`src/rtl/pc_seq_pkg.sv`:
```
//------------------------------------------------------------------------------
// Module   : pc_seq_pkg
// Brief    : Shared types and constants for the next-PC sequencer.
// Revision : 1.0 - initial release
//------------------------------------------------------------------------------
`default_nettype none

package pc_seq_pkg;

    typedef enum logic [1:0] {
        RUN   = 2'd0,
        STALL = 2'd1,
        FLUSH = 2'd2
    } state_e;

    localparam int          PC_INC       = 4;
    localparam logic [31:0] RESET_PC_DEF = 32'h0000_0000;
    localparam int          FLUSH_CNT_W  = 2;

endpackage

`default_nettype wire

```
`src/rtl/mux_2x1.sv`:
```
//------------------------------------------------------------------------------
// Module   : mux_2x1
// Brief    : Parameterised 2:1 multiplexer (selectLine=1 picks muxIn1_i).
// Revision : 1.0 - initial release
//------------------------------------------------------------------------------
`default_nettype none

module mux_2x1 #(
    parameter int regSize = 32
) (
    input  logic [regSize-1:0] muxIn0_i,
    input  logic [regSize-1:0] muxIn1_i,
    input  logic               selectLine,
    output logic [regSize-1:0] muxOut_o
);

    assign muxOut_o = selectLine ? muxIn1_i : muxIn0_i;

endmodule

`default_nettype wire

```
`src/rtl/pc_seq_ctrl.sv`:
```
//------------------------------------------------------------------------------
// Module   : pc_seq_ctrl
// Brief    : Next-PC sequencer: PC register, redirect/stall/flush control.
//            Optional perf counters enabled by macro PC_SEQ_PERF_EN.
// Revision : 1.0 - initial release
//------------------------------------------------------------------------------
`default_nettype none

module pc_seq_ctrl
    import pc_seq_pkg::*;
#(
    parameter int                 regSize      = 32,
    parameter logic [regSize-1:0] RESET_PC     = regSize'(RESET_PC_DEF),
    parameter int                 FLUSH_CYCLES = 1
) (
    input  logic               clk,
    input  logic               reset,
    input  logic               branchTaken,
    input  logic [regSize-1:0] branchTarget,
    input  logic               hazardStall,
    output logic [regSize-1:0] pc_out,
    output logic [regSize-1:0] nextPC,
    output logic               pcSelect,
    output logic               pcWrite,
    output logic               ifIdWrite,
    output logic               ifIdFlush,
`ifdef PC_SEQ_PERF_EN
    output logic [31:0]        redirectCount,
    output logic [31:0]        stallCount,
`endif
    output logic               idExFlush
);

    localparam logic [FLUSH_CNT_W-1:0] FLUSH_RELOAD = FLUSH_CNT_W'(FLUSH_CYCLES - 1);
    localparam state_e                 REDIR_STATE  = (FLUSH_CYCLES == 1) ? RUN : FLUSH;

    state_e                   state_q, state_d;
    logic [FLUSH_CNT_W-1:0]   cnt_q, cnt_d;
    logic [regSize-1:0]       pc_q;
    logic [regSize-1:0]       w_pc_inc;
    logic [regSize-1:0]       w_target;
    logic                     w_tgt_unused;

    assign w_pc_inc     = pc_q + regSize'(PC_INC);
    assign w_target     = {branchTarget[regSize-1:2], 2'b00};
    assign w_tgt_unused = ^branchTarget[1:0];
    assign pc_out       = pc_q;

    mux_2x1 #(
        .regSize(regSize)
    ) u_next_pc_mux (
        .muxIn0_i  (w_pc_inc),
        .muxIn1_i  (w_target),
        .selectLine(pcSelect),
        .muxOut_o  (nextPC)
    );

    always_ff @(posedge clk) begin
        if (reset) begin
            state_q <= RUN;
            cnt_q   <= '0;
            pc_q    <= RESET_PC;
        end else begin
            state_q <= state_d;
            cnt_q   <= cnt_d;
            if (pcWrite) begin
                pc_q <= nextPC;
            end
        end
    end

    // A redirect wins in every state, so it is decoded ahead of the state case.
    always_comb begin
        state_d = state_q;
        cnt_d   = cnt_q;
        if (branchTaken) begin
            state_d = REDIR_STATE;
            cnt_d   = FLUSH_RELOAD;
        end else begin
            case (state_q)
                RUN, STALL: begin
                    state_d = hazardStall ? STALL : RUN;
                end
                FLUSH: begin
                    if (cnt_q <= FLUSH_CNT_W'(1)) begin
                        state_d = RUN;
                        cnt_d   = '0;
                    end else begin
                        cnt_d   = cnt_q - FLUSH_CNT_W'(1);
                    end
                end
                default: begin
                    state_d = RUN;
                    cnt_d   = '0;
                end
            endcase
        end
    end

    always_comb begin
        pcSelect  = 1'b0;
        pcWrite   = 1'b1;
        ifIdWrite = 1'b1;
        ifIdFlush = 1'b0;
        idExFlush = 1'b0;
        if (branchTaken) begin
            pcSelect  = 1'b1;
            ifIdFlush = 1'b1;
            idExFlush = 1'b1;
        end else begin
            case (state_q)
                RUN, STALL: begin
                    if (hazardStall) begin
                        pcWrite   = 1'b0;
                        ifIdWrite = 1'b0;
                        idExFlush = 1'b1;
                    end
                end
                FLUSH: begin
                    ifIdFlush = 1'b1;
                end
                default: begin
                    pcWrite = 1'b1;
                end
            endcase
        end
    end

`ifdef PC_SEQ_PERF_EN
    logic [31:0] redir_cnt_q;
    logic [31:0] stall_cnt_q;

    // Both counters saturate rather than wrap.
    always_ff @(posedge clk) begin
        if (reset) begin
            redir_cnt_q <= '0;
            stall_cnt_q <= '0;
        end else begin
            if (branchTaken && (redir_cnt_q != 32'hFFFF_FFFF)) begin
                redir_cnt_q <= redir_cnt_q + 32'd1;
            end
            if (!pcWrite && (stall_cnt_q != 32'hFFFF_FFFF)) begin
                stall_cnt_q <= stall_cnt_q + 32'd1;
            end
        end
    end

    assign redirectCount = redir_cnt_q;
    assign stallCount    = stall_cnt_q;
`endif

endmodule

`default_nettype wire

```
`config.mk`:
```
export PLATFORM = sky130hd
export DESIGN_NAME = pc_seq_ctrl
export DESIGN_NICKNAME = d
export VERILOG_FILES = /design/src/rtl/pc_seq_pkg.sv /design/src/rtl/mux_2x1.sv /design/src/rtl/pc_seq_ctrl.sv
export SDC_FILE = /design/constraint.sdc
export NUM_CORES = 1
export LEC_CHECK = 0
export CAP_MARGIN = 5
export CORE_ASPECT_RATIO = 0.75
export CORE_MARGIN = 2
export CORE_UTILIZATION = 45
export CTS_CLUSTER_DIAMETER = 150
export DETAILED_ROUTE_END_ITERATION = 8
export GPL_ROUTABILITY_DRIVEN = 0
export PLACE_DENSITY = 0.87
export SLEW_MARGIN = 10
export SYNTH_ARGS = -nofsm -noshare
export SYNTH_HDL_FRONTEND = slang
export SYNTH_HIERARCHICAL = 1
export SYNTH_SLANG_ARGS = --single-unit
```
`constraint.sdc`:
```
create_clock -name clk -period 4.6 [get_ports clk]
set_clock_uncertainty 0.1 [all_clocks]
set_input_delay 0.46 -clock clk [delete_from_list [all_inputs] [get_ports clk]]
set_output_delay 0.46 -clock clk [all_outputs]
set_load 0.03 [all_outputs]
```
Word level (Yosys, flattened, before mapping)
Index checks and enable logic that the tools add are counted.
{ "classes": {"addsub": 2, "n_mul": 0, "n_div": 0, "order_cmp": 1, "n_eq_ne": 3, "shifts": 0, "n_mux": 15, "bitwise_logic": 0, "n_reduce_logical": 3} }
{ "op_table": {"columns": ["cell", "n"], "rows": [
  ["adder 32 x 3 -> 32 bit, second input constant", 1],
  ["two-way mux 32 bit", 1],
  ["two-way mux 1 bit", 10],
  ["case mux 2 bit (2 select lines)", 2],
  ["two-way mux 2 bit", 2],
  ["OR reduction 2 bit", 2],
  ["equality test 2 x 1 -> 1 bit, second input constant", 1],
  ["equality test 2 bit, second input constant", 1],
  ["<= comparator 2 x 1 -> 1 bit, second input constant", 1],
  ["logical NOT 2 bit", 1],
  ["!= test 2 bit, second input constant", 1],
  ["subtractor 2 x 1 -> 2 bit, second input constant", 1]
]} }
{ "totals": {"regBits": 36, "latch_bits": 0, "ram_bits": 0, "romBits": 0, "in_bits": 36, "out_inout_bits": 69, "word_cells": 27, "n_memories": 0} }

Logic depth before layout (Yosys ltp)
{ "logic_depth": {"word_depth": 4, "ltp_mapped": 8, "ltp_nobuf": 8} }

Modules after synthesis
Netlist, hierarchy kept.
{ "modules_own_cells": {"columns": ["mod", "n_inst", "cells_per_inst", "area_per_inst_um2", "seq_area_each_um2"], "rows": [
  ["pc_seq_ctrl", 1, 227, 1696.6, 640.6],
  ["mux_2x1", 1, 36, 544.3, 0.0]
]} }

Least setup slack after synthesis
No wires, ideal clock.
{ "synth_path": {"path_kind": "flip-flop to output port", "from": "register pc_q[2] (netlist: pc_out[2])", "to": "output port nextPC[22]", "arrival_time_ns": 1.951, "required_time_ns": 4.040, "path_slack_ns": 2.089, "path_stages_with_launch": 7, "n_path_buf": 0, "cell_sequence": "dfxtp_1 ha_1 nand3_1 nor4_4 nand4_1 xnor2_1 mux2_4"} }
{ "synth_via": {"elab_chain_cells": 2} }
{ "synth_lines": {"columns": ["element", "line", "text"], "rows": [
  ["start: declaration", "pc_seq_ctrl.sv:39", "logic [regSize-1:0] pc_q;"],
  ["start signal: assignment", "pc_seq_ctrl.sv:67", "pc_q <= nextPC;"],
  ["adder 32 x 3 -> 32 bit", "pc_seq_ctrl.sv:44", "assign w_pc_inc = pc_q + regSize'(PC_INC);"],
  ["named net w_pc_inc[22]", "pc_seq_ctrl.sv:40", "logic [regSize-1:0] w_pc_inc;"],
  ["two-way mux 32 bit", "mux_2x1.sv:17", "assign muxOut_o = selectLine ? muxIn1_i : muxIn0_i;"],
  ["end: declaration", "pc_seq_ctrl.sv:22", "output logic [regSize-1:0] nextPC,"]
]} }
The timed path passes the listed nets, and every way through them passes these cells.

Worst setup path in the final report
{ "layout_path": {"from": "register pc_q[2] (netlist: pc_out[2])", "to": "output port nextPC[28]"} }
Same word-level chain as after synthesis.

==> results.yml <==
die:
  die_w_um: 85.5
  die_area_sq_mm: 0.00557
  initial_core_util_pct: 46.3
  boundaryPins: 105
  core_region_area_sq_mm: 0.00484
  rows: 22
  die_h_um: 65.1
drt:
  wirelength_um: 6150
  first_iter_violations: 104
  ant_nets: 0
  avgRoutedWirePerCell_um: 14.7
  via_per_inst: 5.12
  drc_errors: 0
  dr_total_vias: 2136
  drtPass1Iterations: 4
setup_path:
  crit_required_ns: 4.04
  cp_max_fo: 8
  r2r_cells: 8
  crit_start: "pc_out[2]"
  worstSetupEndpointType: "output pin"
  start_kind: "register"
  path_cells: "ha_1 > nand3_1 > nor4_4 > nand4_1 > xnor2_1 > mux2_4 > clkdlybuf4s50_1"
  cp_slowest_cell: "clkdlybuf4s50_1"
  cp_top_family: "simple AND/OR/NAND/NOR gates"
  crit_arrival_ns: 2.93
  regToRegEndpoint: "pc_out[28]"
  crit_buf_inv: 1
  worst-setup-path-type: "register to output pin"
  reg2reg_from: "pc_out[2]"
  path_depth: 7
  cp-endpoint: "nextPC[28]"
  reg2reg_slack_ns: 2.23
  cpPeakStageDelay_ns: 0.67
timing:
  period_needed_ns: 3.49
  max_freq_mhz: 286
  rsz0062_at_grt: "no"
  tns_ns: 0
  setup_viol: 0
  maxSlewViolCount: 0
  hold_violations: 0
  tightestPinTransition_ns: 1.08
  slew_headroom_pct: 27.8
  fin_crit_sh_pct: 76.0
synth:
  syn_inst: 263
  ys_seq_area_share_pct: 28.6
  synthTopCellsByArea: "dfxtp_1 (29%), mux2_4 (20%), nand2_1 (12%)"
  synth_largest_type_area_fraction_pct: 28.6
  yosys_warnings: 6
  avgSynthCellArea_sq_um: 8.52
  synth_cell_type_count: 27
  ys_ff_latch: 32
  synth_area_sq_mm: 0.00224
  synth_top_area_cell: "dfxtp_1"
clock_tree:
  cts_tree: "built"
  ctsResizeCount: 0
  cts.sinks: 32
  path_clk_slew_ns: 0.07
  clock_path_buffers: 2
  ctsHtreeMaxLevel: 2
  cts_made_buffers: 5
  clkLatencyLatePin_ns: 0.29
  cts_setup_buffers: 0
  cts_root_buffer: "clkbuf_8"
  cts-hold-fix-buffers: 0
placement:
  dp_hpwl_um: 4380
  port_buffers: 102
  dp.cells: 409
run_status:
  status: "complete, no violations"
layout:
  nets: 393
  nFillCells: 396
  largest_reg_flops: 32
  multi_input_area_sq_mm: 0.00144
  finish.utilization_pct: 68.6
  drive_above_1_share_pct: 14.3
  finalNonFillerCells: 417
  seq_area_sq_um: 641
  syn2layout_area_growth_pct: 48.2
  antenna_cells: 0
power_and_ir_drop:
  worst_ir_drop_vdd_mv: 0.181
  p_leak_nw: 1.30
  total_power_uw: 907
  p_per_area_mw_per_mm2: 273
hold_path:
  hold_path.class: "register to register"
global_routing:
  antenna_found_initial: 0
  grt_pass1_wl_um: 9870
  grt_overflow_total: 0
  grt_pass1_vias: 2007
  track_usage_pct: 22.3
  grt_max_degree: 37
flow_run:
  cap_violations: 0
-- where the power goes --
| part | switching, mW | total (mW) | internal [mW] |
|---|---|---|---|
| clock network | 0.112 | 0.273 | 0.160 |
| logic | 0.161 | 0.313 | 0.152 |
| registers | 0.0265 | 0.321 | 0.295 |
-- worst min-delay path, cell delays in order, from the launching register on --
cell and delay [ns]:
dfxtp_1 0.32, nand2_1 0.06, a21oi_1 0.05
-- logic make-up (layout without fill, tap and decap cells) --
kind of cell,Yosys count,after routing,synth area share (%)
flops,32,32,28.6
compound gates,32,32,7.15
fa+ha+maj,1,1,0.558
other cells,1,2,0.167
mux,32,32,21.1
simple gates,113,113,24.1
buf+inv,24,117,7.37
xor+xnor,28,28,10.9
-- area by class of cell --
type / instances / share of cell area [%]
clock buffer: 5 / 2.07
tap: 60 / 2.26
clock inverter: 3 / 1.28
multi-input combinational: 208 / 43.4
inverter: 4 / 0.452
timing repair buffer: 105 / 31.3
sequential: 32 / 19.3
-- metal layers --
layer  vias to the layer above  track usage [%]  part of all wire [%]
li1                       1060                -                     -
met1                       975             29.2                    45
met2                        93             35.4                    45
met3                         8             7.66                   9.8
met4                         0             5.36                  0.89
met5                         -                0                     0
-- per-stage QoR --
stage | hold WS (ns) | setup slack (ns) | area [sq um]
floorplan | 0.345 | 2.09 | 2240
global placement | 0.359 | 1.51 | 3210
detailed placement | 0.363 | 1.41 | 3210
CTS | 0.372 | 1.06 | 3320
global route | 0.395 | 0.922 | 3320
finish | 0.367 | 1.11 | 3320
-- Yosys cell counts (all sizes together) --
cell type  number
ha              1
or2             3
mux2           32
nand2b          1
nor3            2
xor2            6
clkbuf          9
and4            1
conb            1
nor4            3
nor2            6
xnor2          22
buf            11
dfxtp          32
and3            2
nand2          72
nor2b           1
nand3          13
inv             4
nand4           9
a21oi          32
-- worst min-delay path by stage --
stage	startpoint	endpoint	depth (start not counted)
4_1_cts	pc_out[1]	pc_out[1]	2
6_report	pc_out[1]	pc_out[1]	2
2_1_floorplan	pc_out[0]	pc_out[0]	2
5_1_grt	pc_out[1]	pc_out[1]	2
3_3_place_gp	pc_out[1]	pc_out[1]	2
3_5_place_dp	pc_out[1]	pc_out[1]	2
-- cells in the final DEF (no fill, tap or decap), types with 4 or more instances in the layout --
cell type        count
clkdlybuf4s50_1    101
nand2_1             72
a21oi_1             32
dfxtp_1             32
mux2_4              30
xnor2_1             22
nand3_1             13
nand4_1              8
nor2_1               6
xor2_1               6
clkbuf_8             5
inv_1                4
Power figures use the tool's default switching activity.
